File: config.mk
export PLATFORM = sky130hd
export DESIGN_NAME = tick_generator
export DESIGN_NICKNAME = d
export VERILOG_FILES = /design/src/rtl/tick_generator.sv
export SDC_FILE = /design/constraint.sdc
export NUM_CORES = 1
export LEC_CHECK = 0
export ABC_AREA = 1
export ABC_CLOCK_PERIOD_IN_PS = 2850
export BUFFER_PORTS_ARGS = -buffer_cell sky130_fd_sc_hd__buf_2
export CAP_MARGIN = 15
export CORE_ASPECT_RATIO = 1.4
export CORE_MARGIN = 5
export CORE_UTILIZATION = 60
export CTS_CLUSTER_DIAMETER = 150
export CTS_CLUSTER_SIZE = 40
export DETAILED_ROUTE_END_ITERATION = 10
export GPL_TIMING_DRIVEN = 0
export PLACE_DENSITY = 0.9
export SYNTH_ARGS = -nofsm -noshare
export SYNTH_HDL_FRONTEND = slang
export SYNTH_SLANG_ARGS = --single-unit
export TNS_END_PERCENT = 10
File: constraint.sdc
create_clock -name clk -period 2.85 [get_ports clk]
set_input_delay 0.1425 -clock clk [delete_from_list [all_inputs] [get_ports clk]]
set_output_delay 0.1425 -clock clk [all_outputs]
set_load 0.02 [all_outputs]
File: src/rtl/tick_generator.sv
// rtl/tick_generator.sv - parametrised tick strobe, blink wave and tick counter
//
// Purpose: divides clk by the active divisor D to give a one-cycle Hz1_enable
// strobe, a blink square wave (half-period BLINK_DIV ticks) and a wrapping
// tick counter. Supports pause (enable) and synchronous restart (sync_clear).
// Optional feature macro: DIVIDER_RUNTIME_LOAD_EN adds div_load/div_value for
// changing the divisor at run time.
//
// Ports:
//   clk            in   1      system clock, rising edge
//   divider_reset  in   1      asynchronous active-low reset
//   enable         in   1      1 = count, 0 = freeze all state
//   sync_clear     in   1      synchronous restart of all counters
//   div_load       in   1      load div_value (DIVIDER_RUNTIME_LOAD_EN only)
//   div_value      in   CNT_W  new divisor, 0 ignored (DIVIDER_RUNTIME_LOAD_EN only)
//   Hz1_enable     out  1      one-cycle tick strobe
//   blink          out  1      square wave toggling every BLINK_DIV ticks
//   tick_count     out  SEC_W  ticks since reset/clear, wraps

module tick_generator #(
  parameter int DIV       = 1000,
  parameter int CNT_W     = 16,
  parameter int BLINK_DIV = 1,
  parameter int SEC_W     = 8
) (
  input  logic             clk,
  input  logic             divider_reset,
  input  logic             enable,
  input  logic             sync_clear,
`ifdef DIVIDER_RUNTIME_LOAD_EN
  input  logic             div_load,
  input  logic [CNT_W-1:0] div_value,
`endif
  output logic             Hz1_enable,
  output logic             blink,
  output logic [SEC_W-1:0] tick_count
);

  if (DIV < 1) begin : g_bad_div
    $error("tick_generator: DIV must be >= 1");
  end
  if (CNT_W < 31 && (2 ** CNT_W) < DIV) begin : g_bad_cnt_w
    $error("tick_generator: CNT_W too narrow for DIV");
  end
  if (BLINK_DIV < 1) begin : g_bad_blink_div
    $error("tick_generator: BLINK_DIV must be >= 1");
  end

  localparam int BCW = (BLINK_DIV > 1) ? $clog2(BLINK_DIV) : 1;
  localparam logic [BCW-1:0] BLINK_LAST = BCW'(BLINK_DIV - 1);

  logic [CNT_W-1:0] prescaler;
  logic [BCW-1:0]   blink_cnt;
  logic [CNT_W-1:0] div_active;
  logic [CNT_W-1:0] div_last;
  logic             load_ok;

`ifdef DIVIDER_RUNTIME_LOAD_EN
  // A zero divisor would never tick, so such a load is dropped entirely.
  assign load_ok = div_load && (div_value != '0);

  always_ff @(posedge clk or negedge divider_reset) begin
    if (!divider_reset) begin
      div_active <= CNT_W'(DIV);
    end else if (!sync_clear && load_ok) begin
      div_active <= div_value;
    end
  end
`else
  assign load_ok    = 1'b0;
  assign div_active = CNT_W'(DIV);
`endif

  // When DIV == 2**CNT_W the truncated divisor is 0 and this wraps to all
  // ones, which is still the correct terminal count.
  assign div_last = div_active - CNT_W'(1);

  always_ff @(posedge clk or negedge divider_reset) begin
    if (!divider_reset) begin
      prescaler  <= '0;
      blink_cnt  <= '0;
      Hz1_enable <= 1'b0;
      blink      <= 1'b0;
      tick_count <= '0;
    end else if (sync_clear) begin
      prescaler  <= '0;
      blink_cnt  <= '0;
      Hz1_enable <= 1'b0;
      blink      <= 1'b0;
      tick_count <= '0;
    end else if (load_ok) begin
      // New divisor restarts the period; blink state and count carry on.
      prescaler  <= '0;
      Hz1_enable <= 1'b0;
    end else if (enable) begin
      if (prescaler == div_last) begin
        prescaler  <= '0;
        Hz1_enable <= 1'b1;
        tick_count <= tick_count + SEC_W'(1);
        if (blink_cnt == BLINK_LAST) begin
          blink_cnt <= '0;
          blink     <= ~blink;
        end else begin
          blink_cnt <= blink_cnt + BCW'(1);
        end
      end else begin
        prescaler  <= prescaler + CNT_W'(1);
        Hz1_enable <= 1'b0;
      end
    end else begin
      Hz1_enable <= 1'b0;
    end
  end

endmodule

# Word-level counts from Yosys, hierarchy flattened
# Cells that the tools add are included.
[totals] reg_bits=27 latchBits=0 mem_bits_rw=0 rom_bits=0 input_bits=4 wordCells=32 mem_count=0
[op_classes] add_sub_neg=3 mul=0 div_mod_pow=0 n_lt_le_gt_ge=0 eq_ne=2 shifts=0 n_mux=17 bitwise=1 n_reduce_logical=4
[ops] cell="two-way mux 16 bit" count=3
[ops] cell="two-way mux 8 bit" count=3
[ops] cell="adder 16 x 1 -> 16 bit (second input constant)" count=1
[ops] cell="== test 16 x 10 -> 1 bit (second input constant)" count=1
[ops] cell="two-way mux 1 bit" count=11
[ops] cell="adder 8 x 1 -> 8 bit (second input constant)" count=1
[ops] cell="nonzero test 2 bit" count=2
[ops] cell="AND reduction 3 bit" count=1
[ops] cell="inequality test 2 bit (second input constant)" count=1
[ops] cell="AND reduction 2 bit" count=1
[ops] cell="adder 1 bit (second input constant)" count=1
[ops] cell="NOT 1 bit" count=1

# Depth between registers and ports, before layout
[logic_depth] ltp_word=5 mapped_depth=10

# Worst setup path after synthesis
# OpenSTA, ideal clock, no wires.
[synth_timing] path_type="register -> register" startpoint="reg prescaler[0]" endpoint="reg tick_count[5]" setup_ns=0.117 t_arrival_ns=1.228 path_slack_ns=1.505 stages_incl_launch_ff=11 n_path_buf=1 synth_period_minus_slack_ns=1.345 cell_sequence="dfrtp_1 -> ha_1 -> nand2_2 -> clkinv_1 -> nand2_2 -> nor2_4 -> nand3_4 -> nand2_4 -> buf_8 -> nand2_1 -> nand2_1"
[synth_between] elab_chain_len=3
[synth_lines] item="start: declaration" line="52" text="logic [CNT_W-1:0] prescaler;"
[synth_lines] item="start signal: assignment" line="107" text="prescaler <= prescaler + CNT_W'(1);"
[synth_lines] item="== test 16 x 10 -> 1 bit" line="96" text="if (prescaler == div_last) begin"
[synth_lines] item="nonzero test 2 bit (no source line)"
[synth_lines] item="AND reduction 2 bit (no source line)"
[synth_lines] item="end signal: assignment" line="99" text="tick_count <= tick_count + SEC_W'(1);"
[synth_lines] item="end: declaration" line="36" text="output logic [SEC_W-1:0] tick_count"
# No other way between the ends.
# A chain may end at the register's enable or synchronous reset.

# Worst setup path in the final report
[layout_timing] startpoint="reg prescaler[0]" endpoint="reg prescaler[0]"
[layout_between] elab_chain_len=4 elab_cells_between_ends=5
[layout_lines] item="adder 16 x 1 -> 16 bit / == test 16 x 10 -> 1 bit (equally long branches)" line="107, 96"
[layout_lines] item="two-way mux 16 bit (*)" line="96"
[layout_lines] item="two-way mux 16 bit (*)" line="95" text="end else if (enable) begin"
[layout_lines] item="two-way mux 16 bit (*)" line="85" text="end else if (sync_clear) begin"
# Mark *: on every way between the ends. The rest lies on a longest branch, timed or not. The select of a mux whose other input is x is not followed.

==> metrics.cfg <==
[run_status]
status = complete, no violations

[routing]
dr.first_iter.drc_count = 39
drc_errors = 0
vias_per_cell = 5.19
vias = 1483
routedWlPerCell_um = 12.1
drtAntennaViolNets = 0
drt_first_pass_iters = 4
wirelength_um = 3450

[timing]
grt_setup_unrepaired = no
worst_slew_pin_slew_ps = 588
tns_ps = 0
worst_slew_margin_rel_pct = 60.8
fin_crit_sh_pct = 56.0
setup_viol = 0
layout_min_cycle_time_ps = 1590
finClkSkew_ps = 6.49
whs_ps = 59.1
hold_viol_final = 0
clock.fmax_ghz = 0.627
finalMaxSlewViolations = 0

[global_routing]
grt_pass1_vias = 1461
grt.busiest_layer = met2
grt_use_total_pct = 21.2
antenna_found_initial = 0
grt_util_met2_pct = 36.8
grt_use_met3_pct = 3.33
overflow = 0
grtUsageMet1_pct = 25.4
grt_pass1_wl_um = 6190
grt_max_degree = 27

[clock_network]
numCtsBuffers = 3
clkTransAtPathRegs_ps = 130
cts_tree = done
htreeDepth = 1
cts_buffer_depth = 2
clk_latency_ps = 330
root_buffer = clkbuf_4
cts_sinks = 26

[layout]
final_cell_mix = nand2_1, nor2_1, dfrtp_1, nand3_1, inv_1
nets = 258
finalCoreUtilization_pct = 67.4
layout-drive-gt1-share_pct = 13.2
final_common_cell = nand2_1
antennaDiodeCount = 0
fin_cells = 286
syn2layout_area_growth_pct = 8.47

[power_and_ir_drop]
leakage_nw = 0.881
irDropWorstVdd_mv = 0.379
powerDensity_nw_per_um2 = 346
finalPower_mw = 0.610

[place]
dp_hpwl_um = 2650
dp.cells = 282
io_buffers = 12
gp_congestion = 0.891

[yosys]
synth_nets = 240
synth_area_um2 = 1620
synthCells = 234
ys_seq_area_share_pct = 40.1
yosysWarnings = 0
syn_area_per_cell_um2 = 6.94
yosysUniqueCellTypes = 27
ys_ff_latch = 26

[worst_setup_path]
crit_path_start_kind = flop
crit_type = reg -> reg
required_ps = 3120
cp.arrival_ps = 1860
worst_setup_path_end_kind = flop
critPathBufInv = 1
critPathSlowestCell = dfrtp_1
cpPeakStageDelay_ps = 430
crit_family = flip-flops
cp_max_fo = 5
crit_chain = ha_1, nand2_2, clkinv_1, nand2_2, nor2_4, a21oi_1, nor2_1, nor2_1

[die]
start_util_pct = 62.1
rows = 22
io_pins = 14
core-area_um2 = 2620
die_w_um = 54.0
die_h_um = 71.6
die-area_um2 = 3860

[min_path]
hold_class = in -> reg

[run]
cap_violations = 0

[metal layers]
metal  routed length, µm  vias to the layer above
li1                    -                      763
met1                1450                      684
met2                1810                       29
met3                 136                        7
met4                  65                        0
met5                   0                        -
[logic make-up (layout without fill, tap and decap cells)]
family | after synthesis | in the layout | synth area share (%)
AOI/OAI and AO/OA | 7 | 7 | 2.54
xor gates and xnor gates | 5 | 5 | 2.70
adders and majority gates | 2 | 2 | 1.54
buffers and inverters | 30 | 46 | 8.47
DFF | 26 | 26 | 40.1
and+or+nand+nor | 164 | 164 | 44.7
[registers in the layout, summed over array words and instances (netlist names)]
signal / cells
prescaler: 16
Hz1_enable: 1
tick_count: 8
blink: 1
[area by class of cell]
| class | instances | area, µm² |
|---|---|---|
| fill | 244 | 853 |
| multi-input combinational | 178 | 836 |
| sequential | 26 | 651 |
| inverter | 25 | 93.8 |
| timing repair buffer | 13 | 70.1 |
| tap | 36 | 45.0 |
| buffer | 5 | 43.8 |
| clock buffer | 3 | 22.5 |
[what timing repair did]
| action | 4_1_cts | 5_1_grt |
|---|---|---|
| hold endpoints to repair | 26 | 0 |
| gates resized for setup | 0 | 0 |
| hold buffers | 1 | 0 |
| buffers inserted | 0 | 0 |
[through the flow]
step                instance area [µm²]  setup slack, ps
detailed placement                 1730             1320
CTS                                1760             1290
global placement                   1730             1330
global route                       1760             1110
floorplan                          1620             1500
finish                             1760             1260
[worst paths after layout]
check / from / to / slack [ps] / cells after the start
max: prescaler[0] / prescaler[0] / 1260 / 8
min reg2reg: prescaler[15] / prescaler[15] / 540 / 2
max in group asynchronous: divider_reset / tick_count[1] / 2130 / 2
min: sync_clear / Hz1_enable / 60 / 2
min in group asynchronous: divider_reset / prescaler[8] / 330 / 2
max reg2reg: prescaler[0] / prescaler[0] / 1260 / 8
[cells in the mapped netlist]
| master | count | share of area [%] |
|---|---|---|
| xor2_1 | 4 | 2.2 |
| buf_2 | 2 | 0.62 |
| nand3_4 | 1 | 1.1 |
| buf_8 | 1 | 0.92 |
| o21bai_1 | 2 | 0.92 |
| inv_2 | 1 | 0.23 |
| xnor2_1 | 1 | 0.54 |
| dfrtp_1 | 26 | 40 |
| nand2_2 | 5 | 1.9 |
| o22ai_1 | 1 | 0.39 |
| clkinv_1 | 2 | 0.46 |
| inv_1 | 22 | 5.1 |
| buf_4 | 1 | 0.46 |
| nor2_2 | 2 | 0.77 |
| buf_6 | 1 | 0.69 |
| nand2_4 | 1 | 0.69 |
| nand2_1 | 76 | 18 |
| o21ai_1 | 1 | 0.31 |
| o21ai_0 | 2 | 0.62 |
| nor2_1 | 45 | 10 |
| a21oi_1 | 1 | 0.31 |
| nor2_4 | 2 | 1.4 |
| nand3_1 | 23 | 7.1 |
| nand3_2 | 1 | 0.62 |
| nand4_1 | 7 | 2.7 |
| ha_1 | 2 | 1.5 |
| nand3b_1 | 1 | 0.46 |
[power by group]
part	internal [mW]	leakage [nW]	switching (mW)
sequential	0.381	0.361	0.0124
combinational	0.0201	0.506	0.0397
clock	0.0497	0.0138	0.107
Note: power is estimated with default switching activity, not from simulation.
